### src/rtl/snes_ctrlr.sv
// Two-pad SNES controller poller with a 4-entry read-only register window.
// Pads are latched and clocked autonomously; snapshots commit atomically once per frame.
module snes_ctrlr #(
  parameter int HALF_CYC  = 150,
  parameter int LATCH_CYC = 600,
  parameter int POLL_CYC  = 833333
) (
  input  logic        clk,
  input  logic        rst,
  input  logic        ctrlr_re,
  input  logic [1:0]  addr_ctrlr,
  output logic [15:0] din_ctrlrs,
  output logic        snes_latch,
  output logic        snes_clk,
  input  logic        snes_data0,
  input  logic        snes_data1
);

  localparam logic [19:0] POLL_LAST  = 20'(POLL_CYC - 1);
  localparam logic [19:0] LATCH_LAST = 20'(LATCH_CYC - 1);
  localparam logic [19:0] HALF_LAST  = 20'(HALF_CYC - 1);

  typedef enum logic [2:0] {
    IDLE   = 3'd0,
    LATCH  = 3'd1,
    LOW    = 3'd2,
    HIGH   = 3'd3,
    COMMIT = 3'd4
  } state_t;

  state_t      state_r, state_nx;
  logic [19:0] cnt_r, cnt_nx;
  logic [3:0]  bit_r, bit_nx;
  logic        sample_s, commit_s, busy_s;
  logic [1:0]  sync0_r, sync1_r;
  logic [15:0] sr0_r, sr1_r, pad0_r, pad1_r, frame_cnt_r, rd_s;
  logic        upd_r, latch_r, sclk_r;

  // Frame sequencer: next state, phase counter and bit index.
  always_comb begin
    state_nx = state_r;
    cnt_nx   = cnt_r + 20'd1;
    bit_nx   = bit_r;
    sample_s = 1'b0;
    commit_s = 1'b0;
    case (state_r)
      IDLE: begin
        if (cnt_r == POLL_LAST) begin
          state_nx = LATCH;
          cnt_nx   = 20'd0;
        end else begin
          state_nx = IDLE;
        end
      end
      LATCH: begin
        if (cnt_r == LATCH_LAST) begin
          state_nx = LOW;
          cnt_nx   = 20'd0;
          bit_nx   = 4'd0;
        end else begin
          state_nx = LATCH;
        end
      end
      LOW: begin
        if (cnt_r == HALF_LAST) begin
          sample_s = 1'b1;
          state_nx = HIGH;
          cnt_nx   = 20'd0;
        end else begin
          state_nx = LOW;
        end
      end
      HIGH: begin
        if (cnt_r == HALF_LAST) begin
          cnt_nx = 20'd0;
          if (bit_r == 4'd15) begin
            state_nx = COMMIT;
          end else begin
            bit_nx   = bit_r + 4'd1;
            state_nx = LOW;
          end
        end else begin
          state_nx = HIGH;
        end
      end
      COMMIT: begin
        commit_s = 1'b1;
        state_nx = IDLE;
        cnt_nx   = 20'd0;
      end
      default: begin
        state_nx = IDLE;
        cnt_nx   = 20'd0;
        bit_nx   = 4'd0;
      end
    endcase
  end

  // Sequencer state plus pad pins registered from the next state so they never glitch.
  always_ff @(posedge clk or negedge rst) begin
    if (!rst) begin
      state_r <= IDLE;
      cnt_r   <= 20'd0;
      bit_r   <= 4'd0;
      latch_r <= 1'b0;
      sclk_r  <= 1'b1;
    end else begin
      state_r <= state_nx;
      cnt_r   <= cnt_nx;
      bit_r   <= bit_nx;
      latch_r <= (state_nx == LATCH);
      sclk_r  <= (state_nx != LOW);
    end
  end

  assign snes_latch = latch_r;
  assign snes_clk   = sclk_r;
  assign busy_s     = (state_r != IDLE);

  // Synchronize pad data and shift it in LSB-first (first bit ends at bit 0).
  always_ff @(posedge clk or negedge rst) begin
    if (!rst) begin
      sync0_r <= 2'b11;
      sync1_r <= 2'b11;
      sr0_r   <= 16'h0000;
      sr1_r   <= 16'h0000;
    end else begin
      sync0_r <= {sync0_r[0], snes_data0};
      sync1_r <= {sync1_r[0], snes_data1};
      if (sample_s) begin
        sr0_r <= {~sync0_r[1], sr0_r[15:1]};
        sr1_r <= {~sync1_r[1], sr1_r[15:1]};
      end
    end
  end

  // Register file; a commit outranks the read-side clear of upd.
  always_ff @(posedge clk or negedge rst) begin
    if (!rst) begin
      pad0_r      <= 16'h0000;
      pad1_r      <= 16'h0000;
      frame_cnt_r <= 16'h0000;
      upd_r       <= 1'b0;
    end else begin
      if (commit_s) begin
        pad0_r      <= sr0_r;
        pad1_r      <= sr1_r;
        frame_cnt_r <= frame_cnt_r + 16'd1;
        upd_r       <= 1'b1;
      end else if (ctrlr_re && (addr_ctrlr == 2'd2)) begin
        upd_r <= 1'b0;
      end
    end
  end

  // Read-side register select.
  always_comb begin
    rd_s = 16'h0000;
    case (addr_ctrlr)
      2'd0:    rd_s = pad0_r;
      2'd1:    rd_s = pad1_r;
      2'd2:    rd_s = {14'd0, upd_r, busy_s};
      2'd3:    rd_s = frame_cnt_r;
      default: rd_s = 16'h0000;
    endcase
  end

  // Read data register, held between strobes.
  always_ff @(posedge clk or negedge rst) begin
    if (!rst) begin
      din_ctrlrs <= 16'h0000;
    end else if (ctrlr_re) begin
      din_ctrlrs <= rd_s;
    end
  end

endmodule

### config.mk
export PLATFORM = sky130hd
export DESIGN_NAME = snes_ctrlr
export DESIGN_NICKNAME = d
export VERILOG_FILES = /design/src/rtl/snes_ctrlr.sv
export SDC_FILE = /design/constraint.sdc
export NUM_CORES = 1
export LEC_CHECK = 0
export BUFFER_PORTS_ARGS = -buffer_cell sky130_fd_sc_hd__buf_2
export CAP_MARGIN = 0
export CORE_MARGIN = 3
export CORE_UTILIZATION = 60
export DETAILED_ROUTE_END_ITERATION = 7
export GPL_ROUTABILITY_DRIVEN = 0
export PLACE_DENSITY = 0.84
export SYNTH_ARGS = -nofsm -noshare
export SYNTH_HDL_FRONTEND = slang
export SYNTH_SLANG_ARGS = --single-unit
export TNS_END_PERCENT = 1
### constraint.sdc
create_clock -name clk -period 4 [get_ports clk]
set_input_delay 0.6 -clock clk [delete_from_list [all_inputs] [get_ports clk]]
set_output_delay 0.6 -clock clk [all_outputs]
set_load 0.02 [all_outputs]
# Word-level counts from Yosys, hierarchy flattened
# Index checks and enable logic that the tools add are counted.
[totals]
regBits = 130
inputBits = 7
output_inout_bits = 18
wordCells = 64
[op_classes]
add_sub_neg = 3
eq_ne = 16
n_mux = 20
bitwise_logic = 3
n_reduce_logical = 8
[op_table]
columns = ["op", "n"]
rows = [
  ["16-bit case mux with 4 select lines", 1],
  ["20-bit 2-to-1 mux", 3],
  ["20-bit case mux with 3 select lines", 1],
  ["20-bit by 1-bit adder with 20-bit output, second input constant", 1],
  ["20-bit by 10-bit equality test with 1-bit output, second input constant", 1],
  ["20-bit equality test, second input constant", 1],
  ["20-bit by 8-bit equality test with 1-bit output, second input constant", 1],
  ["16-bit by 1-bit adder with 16-bit output, second input constant", 1],
  ["4-bit 2-to-1 mux", 3],
  ["3-bit case mux with 4 select lines", 1],
  ["4-bit case mux with 3 select lines", 1],
  ["1-bit 2-to-1 mux", 7],
  ["3-bit by 1-bit equality test with 1-bit output, second input constant", 2],
  ["3-bit by 2-bit equality test with 1-bit output, second input constant", 2],
  ["3-bit 2-to-1 mux", 2],
  ["2-bit inequality test, second input constant", 3],
  ["4-bit by 1-bit adder with 4-bit output, second input constant", 1],
  ["2-bit equality test, second input constant", 2],
  ["4-bit equality test, second input constant", 1],
  ["4-bit AND reduction", 1],
  ["3-bit equality test, second input constant", 1],
  ["3-bit zero test", 1],
  ["3-bit by 2-bit inequality test with 1-bit output, second input constant", 1],
  ["1-bit NOT", 3],
  ["8 further kinds", 8],
]

# Logic depth before layout (Yosys ltp)
# Gate-level depths: netlist (run 1).
[logic_depth]
depth_word = 5
ltp_mapped = 8
ltp_nobuf = 7

# Worst setup path after synthesis (run 1)
# No wires, ideal clock.
[synth_path]
kind = "reg-to-reg"
startpoint = "reg cnt_r[1]"
endpoint = "reg sr0_r[0]"
setup_time_ns = 0.125
arrival_ns = 1.740
t_required_ns = 3.875
path_slack_ns = 2.135
stages_incl_launch_ff = 8
path_buffers = 1
period_less_slack_ns = 1.865
cell_sequence = "dfrtp_1 -> inv_1 -> ha_1 -> and3b_1 -> and4_2 -> nand4b_4 -> buf_6 -> mux2_4"
[synth_between]
elab_chain_cells = 3
[synth_lines]
columns = ["item", "line", "rtl"]
rows = [
  ["start: declaration", "32", "logic [19:0] cnt_r, cnt_nx;"],
  ["start signal: assignment", "109", "cnt_r <= cnt_nx;"],
  ["20-bit by 8-bit equality test with 1-bit output", "65", "if (cnt_r == HALF_LAST) begin"],
  ["1-bit 2-to-1 mux", "65", ""],
  ["1-bit 2-to-1 mux", "46", "case (state_r)"],
  ["end signal: assignment", "131", "sr0_r <= {~sync0_r[1], sr0_r[15:1]};"],
  ["end: declaration", "36", "logic [15:0] sr0_r, sr1_r, pad0_r, pad1_r, frame_cnt_r, rd_s;"],
]
# Every way passes these cells.
# A chain may end at the register's enable or synchronous reset.

# Worst setup path in the final report (run 1)
[layout_path]
startpoint = "reg cnt_r[1]"
endpoint = "reg sr1_r[4]"
[layout_between]
elab_chain_cells = 3
[layout_lines]
columns = ["item", "line", "rtl"]
rows = [
  ["20-bit by 8-bit equality test with 1-bit output", "65", ""],
  ["1-bit 2-to-1 mux", "65", ""],
  ["1-bit 2-to-1 mux", "46", ""],
  ["end signal: assignment", "132", "sr1_r <= {~sync1_r[1], sr1_r[15:1]};"],
  ["end: declaration", "36", ""],
]
# Every way passes these cells.

==> results.sh, run 1 <==
export IMPL_wl_met2_um=5870
export IMPL_stdcell_count=619
export IMPL_startpoint_type="register"
export IMPL_ant_nets=0
export IMPL_reg2reg_slack_ps=1450
export IMPL_p_int_uw=2140
export IMPL_placedCellCount=587
export IMPL_holdBufCountCts=0
export IMPL_r2r_cells=6
export IMPL_core_area_um2=9330
export IMPL_maxCapViolations=0
export IMPL_grt_pass1_wl_um=20100
export IMPL_crit_required_ps=4400
export IMPL_syn_to_final_growth_pct=12.8
export IMPL_grt_pass1_vias=3886
export IMPL_cts_root_buf="clkbuf_8"
export IMPL_ios=25
export IMPL_leakagePower_uw=0.00325
export IMPL_max_freq_mhz=393
export IMPL_syn_instance_count=454
export IMPL_final_common_cell="dfrtp_1"
export IMPL_worstPathCellList="inv_1 -> ha_1 -> and3b_1 -> and4_2 -> nand4b_4 -> mux2_2"
export IMPL_most_common_layout_cells="125 x dfrtp_1, 55 x mux2_2, 46 x nor2_1"
export IMPL_period_share=0.637
export IMPL_power_density_nw_per_um2=436
export IMPL_finClkSkew_ps=12.7
export IMPL_cts_htree_levels=4
export IMPL_yosys_top_cells_area="dfrtp_1 54%, mux2_2 11%, mux2_4 6.2%"
export IMPL_swShare=0.254
export IMPL_top_layer_used="met4"
export IMPL_synth_edf_count=0
export IMPL_post_cts_buffers=0
export IMPL_finalCriticalPeriod_ps=2550
export IMPL_syn_area_per_cell_um2=12.8
export IMPL_cts_sinks=130
export IMPL_synth_cell_type_count=48
export IMPL_hp_class="in2async"
export IMPL_worst_pin_slew_ps=1150
export IMPL_setup_violations=0
export IMPL_crit_buf_inv=1
export IMPL_crit_type="reg2reg"
export IMPL_cpPeakStageDelay_ps=650
export IMPL_switchingPower_uw=729
export IMPL_num_antenna_cells=0
export IMPL_status="finished, final reports clean"
export IMPL_final_setup_tns_ps=0
export IMPL_clkLatencyLatePin_ps=530
export IMPL_crit_path_end_kind="register"
export IMPL_wl_per_cell_um=18.8
export IMPL_synthFlopType="dfrtp_1"
export IMPL_synth_top_area_cell="dfrtp_1"
export IMPL_numCtsBuffers=17
export IMPL_synth_seq_cells=130
export IMPL_dpl_hpwl_um=7200
export IMPL_synth_compound_area_share=0.0548
export IMPL_portBuffers=24
export IMPL_cts_path_max_buffers=2
export IMPL_antenna_found_initial=0
export IMPL_viasPerCell=5.96
export IMPL_synth_simple_area_share=0.122
export IMPL_wl_met1_um=5070
export IMPL_drc_errors=0
export IMPL_crit_family="simple AND/OR/NAND/NOR gates"
export IMPL_crit_slowest_cell="nand4b_4"
export IMPL_placed_cell_area_um2=6010
export IMPL_cts_tree="yes"
export IMPL_vias=3687
export IMPL_synth_xor_area_frac=0.0496
export IMPL_ctsResizeCount=0
export IMPL_drt_iter0_drc=256
export IMPL_share_comb_of_total_power=0.028
export IMPL_synth_nets=466
export IMPL_drt_wl_total_um=11600
export IMPL_dieArea_um2=10900
export IMPL_yosysSeqAreaShare=0.559
export IMPL_grt_max_degree=68
export IMPL_pwr_share_seq=0.465
export IMPL_synth_top_family_by_area="multiplexers"
export IMPL_finalInstanceArea_um2=6570
export IMPL_cp_max_fo=36
export IMPL_synthAdderAreaFrac=0.0107
export IMPL_nNetsFinal=489
export IMPL_die_w_um=105
export IMPL_hold_violations=0
export IMPL_cp_depth=6
export IMPL_track_usage=0.235
export IMPL_start_util=0.625
export IMPL_arrival_ps=2950
export IMPL_grt_ovfl_total=0
export IMPL_netlist_area_um2=5830
export IMPL_rsz0062_at_grt="false"
export IMPL_clkSlewWorstSetupHoldPaths_ps=70
export IMPL_rows=35
export IMPL_chipHeight_um=105
export IMPL_ir_worst_vdd_mv=0.263
export IMPL_synth_top_area_share=0.537
export IMPL_drive_gt1_frac=0.314
export IMPL_async_flop_share=1.00
export IMPL_yosysWarnings=0
export IMPL_final_max_slew_viol_count=0
export IMPL_muxShareOfSynthArea=0.178
export IMPL_drt_pass1_iterations=5
export IMPL_wl_met3_um=538
export IMPL_p_clk_frac=0.507
export IMPL_slew_headroom=0.232
kinds of logic after synthesis:
kind of cell               after synthesis
buffers and inverters                   28
AOI/OAI and AO/OA                       45
DFF                                    130
and+or+nand+nor                        131
muxes                                   82
xor gates and xnor gates                33
adders and majority gates                5
final cells by class:
cell class	count	area, µm²
clock buffers	17	414
clock inverters	15	144
fillers	617	2760
inverters	6	22.5
multi-input cells	296	2420
flip-flops and latches	130	3260
well taps	129	161
repair buffers	26	150
routing by layer:
metal | global-route usage | up-vias
li1 | - | 1665
met1 | 0.314 | 1894
met2 | 0.381 | 111
met3 | 0.0599 | 17
met4 | 0.0722 | 0
met5 | 0 | -
power by group through the flow:
| stage | Sequential [µW] | Clock, µW | Combinational [µW] |
|---|---|---|---|
| after CTS | 1330 | 1470 | 82.3 |
| after global placement | 1360 | 0 | 80.2 |
| after global routing | 1330 | 1540 | 90.9 |
| after detailed placement | 1360 | 0 | 82.1 |
| final | 1330 | 1450 | 79.9 |
| after floorplan | 1370 | 0 | 22.1 |
through the flow:
step                 util  total power (µW)  hold WS [ps]  setup WS [ps]
CTS                 0.705              2890           150           1480
global route        0.705              2970           147           1280
finish              0.705              2870           167           1450
global placement    0.645              1440           347           1600
detailed placement  0.645              1440           348           1530
floorplan               -              1390           304           2140
synthesized netlist by cell type (8+ instances only):
cell / number
dfrtp_1: 125
mux2_2: 55
nor2_1: 46
mux2_4: 24
xor2_1: 22
nand3_1: 21
nand2_1: 17
a21oi_1: 15
a22oi_1: 14
xnor2_1: 11
nand4_1: 10
buf_2: 8
registers in the layout, summed over array words and instances (netlist names):
name,cells
sync1_r,2
snes_clk,1
bit_r,4
sr0_r,16
cnt_r,20
sync0_r,2
pad0_r,16
din_ctrlrs,16
state_r,3
upd_r,1
frame_cnt_r,16
snes_latch,1
pad1_r,16
sr1_r,16
final timing paths:
path	endpoint	startpoint
setup / recovery	sr1_r[4]	cnt_r[1]
hold / removal	pad0_r[0]	rst
setup reg to reg	sr1_r[4]	cnt_r[1]
hold reg to reg	sync0_r[1]	sync0_r[0]
max in group asynchronous	sync0_r[1]	rst
min in group clk	sync1_r[0]	snes_data1
(Power assumes the default switching activity.)
==> inputs of run 2 (changes only) <==
Settings changed: ABC_AREA set to 1.
Clock period 4 ns to 2.55 ns, I/O delays scaled along.
==> run 2 against run 1 <==
Global-route usage rose by 3.6 points. Fmax rose by 24%. Area after synthesis rose by 12%. Wire length rose by 31%. Hold slack improved by 47 ps. Register-to-register slack got worse by 960 ps. Power rose by 65%. Setup slack got worse by 960 ps. Critical endpoint is now state_r[0]. Clock skew fell by 6.1 ps. Highest routed layer unchanged. Die area rose by 11%. Clock-buffer cell count did not move. Via count rose by 47%.
==> results.sh, run 2 <==
export IMPL_status="finished, final reports clean"
export IMPL_maxCapViolations=0
export IMPL_grt_ovfl_total=0
export IMPL_drt_pass1_iterations=5
export IMPL_largest_register_ffs=20
export IMPL_largest_register="cnt_r"
export IMPL_leakagePower_uw=0.00335
export IMPL_grt_pass1_wl_um=25100
export IMPL_syn_area_per_cell_um2=8.39
export IMPL_fin_hold_ws_ps=214
export IMPL_period_share=0.808
export IMPL_antenna_found_initial=0
export IMPL_drt_wl_total_um=15200
export IMPL_syn_to_final_growth_pct=12.9
export IMPL_clkLatencyLatePin_ps=550
export IMPL_crit_type="reg2reg"
export IMPL_cp_max_fo=65
export IMPL_yosys_top_cells_area="dfrtp_1 48%, nand2_1 11%, inv_1 4.8%"
export IMPL_async_flop_share=1.00
export IMPL_cts_sinks=130
export IMPL_ant_nets=0
export IMPL_drt_iter0_drc=387
export IMPL_cts_htree_levels=4
export IMPL_yosysWarnings=0
export IMPL_finalCriticalPeriod_ps=2060
export IMPL_share_comb_of_total_power=0.027
export IMPL_cpPeakStageDelay_ps=660
export IMPL_syn_instance_count=778
export IMPL_dieArea_um2=12200
export IMPL_ios=25
export IMPL_ir_worst_vdd_mv=0.517
export IMPL_arrival_ps=2500
export IMPL_synth_cell_type_count=35
export IMPL_synth_seq_cells=130
export IMPL_synth_edf_count=0
export IMPL_wl_per_cell_um=16.0
export IMPL_worstPathCellList="ha_1 -> nand3_1 -> nor2_4 -> nand4_4 -> buf_4 -> nand2_1 -> nor2_2 -> inv_1"
export IMPL_yosysSeqAreaShare=0.499
export IMPL_netlist_area_um2=6530
export IMPL_worst_pin_slew_ps=852
export IMPL_chipHeight_um=110
export IMPL_nNetsFinal=814
export IMPL_seq_area_um2=3260
export IMPL_synthTopCellsByCount="185 x nand2_1, 125 x dfrtp_1, 84 x inv_1, 70 x nor2_1, 54 x o21ai_0"
export IMPL_start_util=0.624
export IMPL_synthFlopType="dfrtp_1"
export IMPL_grt_max_degree=66
export IMPL_crit_slowest_cell="buf_4"
export IMPL_synth_top_area_share=0.479
export IMPL_drc_errors=0
export IMPL_swShare=0.233
export IMPL_synth_nets=790
export IMPL_portBuffers=24
export IMPL_max_freq_mhz=486
export IMPL_core_area_um2=10500
export IMPL_track_usage=0.271
export IMPL_crit_buf_inv=2
export IMPL_startpoint_type="register"
export IMPL_dpl_hpwl_um=10200
export IMPL_numCtsBuffers=17
export IMPL_synth_top_area_cell="dfrtp_1"
export IMPL_clkSlewWorstSetupHoldPaths_ps=60
export IMPL_ctsResizeCount=0
export IMPL_drive_gt1_frac=0.174
export IMPL_crit_required_ps=2990
export IMPL_num_antenna_cells=0
export IMPL_most_common_layout_cells="185 x nand2_1, 125 x dfrtp_1, 84 x inv_1"
export IMPL_cts_path_max_buffers=2
export IMPL_hp_class="in2reg"
export IMPL_grt_pass1_vias=5170
export IMPL_rsz0062_at_grt="false"
export IMPL_hold_violations=0
export IMPL_slew_headroom=0.432
export IMPL_vias=5410
export IMPL_cts_tree="yes"
export IMPL_fin_util=0.704
export IMPL_yosysMostFrequentCell="nand2_1"
export IMPL_pwr_share_seq=0.441
export IMPL_finClkSkew_ps=6.63
export IMPL_multiInputGateArea_um2=2750
export IMPL_setup_violations=0
export IMPL_die_w_um=110
export IMPL_final_common_cell="nand2_1"
export IMPL_p_clk_frac=0.532
export IMPL_final_setup_tns_ps=0
export IMPL_switchingPower_uw=1100
export IMPL_crit_family="buffers and inverters"
export IMPL_p_int_uw=3630
export IMPL_viasPerCell=5.69
export IMPL_cts_root_buf="clkbuf_8"
export IMPL_rows=37
export IMPL_final_max_slew_viol_count=0
export IMPL_power_density_nw_per_um2=642
export IMPL_crit_path_end_kind="register"
export IMPL_fill_cells=772
## run 2: per-layer routing
metal | part of all wire | vias to the layer above | routed length (µm) | GRT usage
li1 | - | 2569 | - | -
met1 | 0.44 | 2623 | 6620 | 0.372
met2 | 0.48 | 187 | 7330 | 0.425
met3 | 0.060 | 31 | 919 | 0.0600
met4 | 0.021 | 0 | 319 | 0.100
met5 | 0 | - | 0 | 0
## run 2: tightest hold or removal path, delay by kind of cell
kind / cells / cell delay (ps)
AND/OR/NAND/NOR: 2 / 120
AO/OA/AOI/OAI: 1 / 110
buffers and inverters: 1 / 100
## run 2: kinds of logic after synthesis
| group | Yosys count | share of synthesized area |
|---|---|---|
| xor gates and xnor gates | 21 | 0.0282 |
| adders and majority gates | 5 | 0.00958 |
| AOI/OAI and AO/OA | 121 | 0.117 |
| DFF | 130 | 0.499 |
| and+or+nand+nor | 382 | 0.265 |
| buffers and inverters | 119 | 0.0809 |
## run 2: per-stage QoR
step / setup WS [ps] / instances / instance area [µm²] / power [µW]
floorplan: 1060 / 778 / 6530 / 2170
global placement: 554 / 916 / 6730 / 2250
global route: 354 / 951 / 7370 / 4840
CTS: 500 / 951 / 7370 / 4740
finish: 491 / 951 / 7370 / 4730
detailed placement: 525 / 916 / 6730 / 2250
## run 2: layout make-up
cell class                      count  share of cell area
Clock buffer                       17              0.0562
Timing Repair Buffer               37              0.0343
Multi-Input combinational cell    529               0.373
Inverter                           87              0.0443
Tap cell                          136              0.0231
Clock inverter                     15              0.0265
Sequential cell                   130               0.442
## run 2: worst paths after layout
kind / slack (ps) / end / start / cells after the start
max: 490 / state_r[0] / cnt_r[0] / 8
min: 210 / din_ctrlrs[1] / addr_ctrlr[0] / 4
max reg2reg: 490 / state_r[0] / cnt_r[0] / 8
min reg2reg: 360 / sync1_r[1] / sync1_r[0] / 0
max in group asynchronous: 1460 / sync0_r[0] / rst / 3
min in group asynchronous: 390 / cnt_r[13] / rst / 2
## run 2: power groups by stage
stage / combinational, µW / sequential (µW) / clock, µW
5_1_grt: 143 / 2090 / 2610
2_1_floorplan: 32.5 / 2140 / 0
6_report: 127 / 2090 / 2520
3_5_place_dp: 126 / 2120 / 0
4_1_cts: 130 / 2090 / 2520
3_3_place_gp: 122 / 2120 / 0
## run 2: repair_timing
item	in CTS	in global routing
buffers inserted	0	0
endpoints found under the hold margin	38	0
hold buffers	3	0
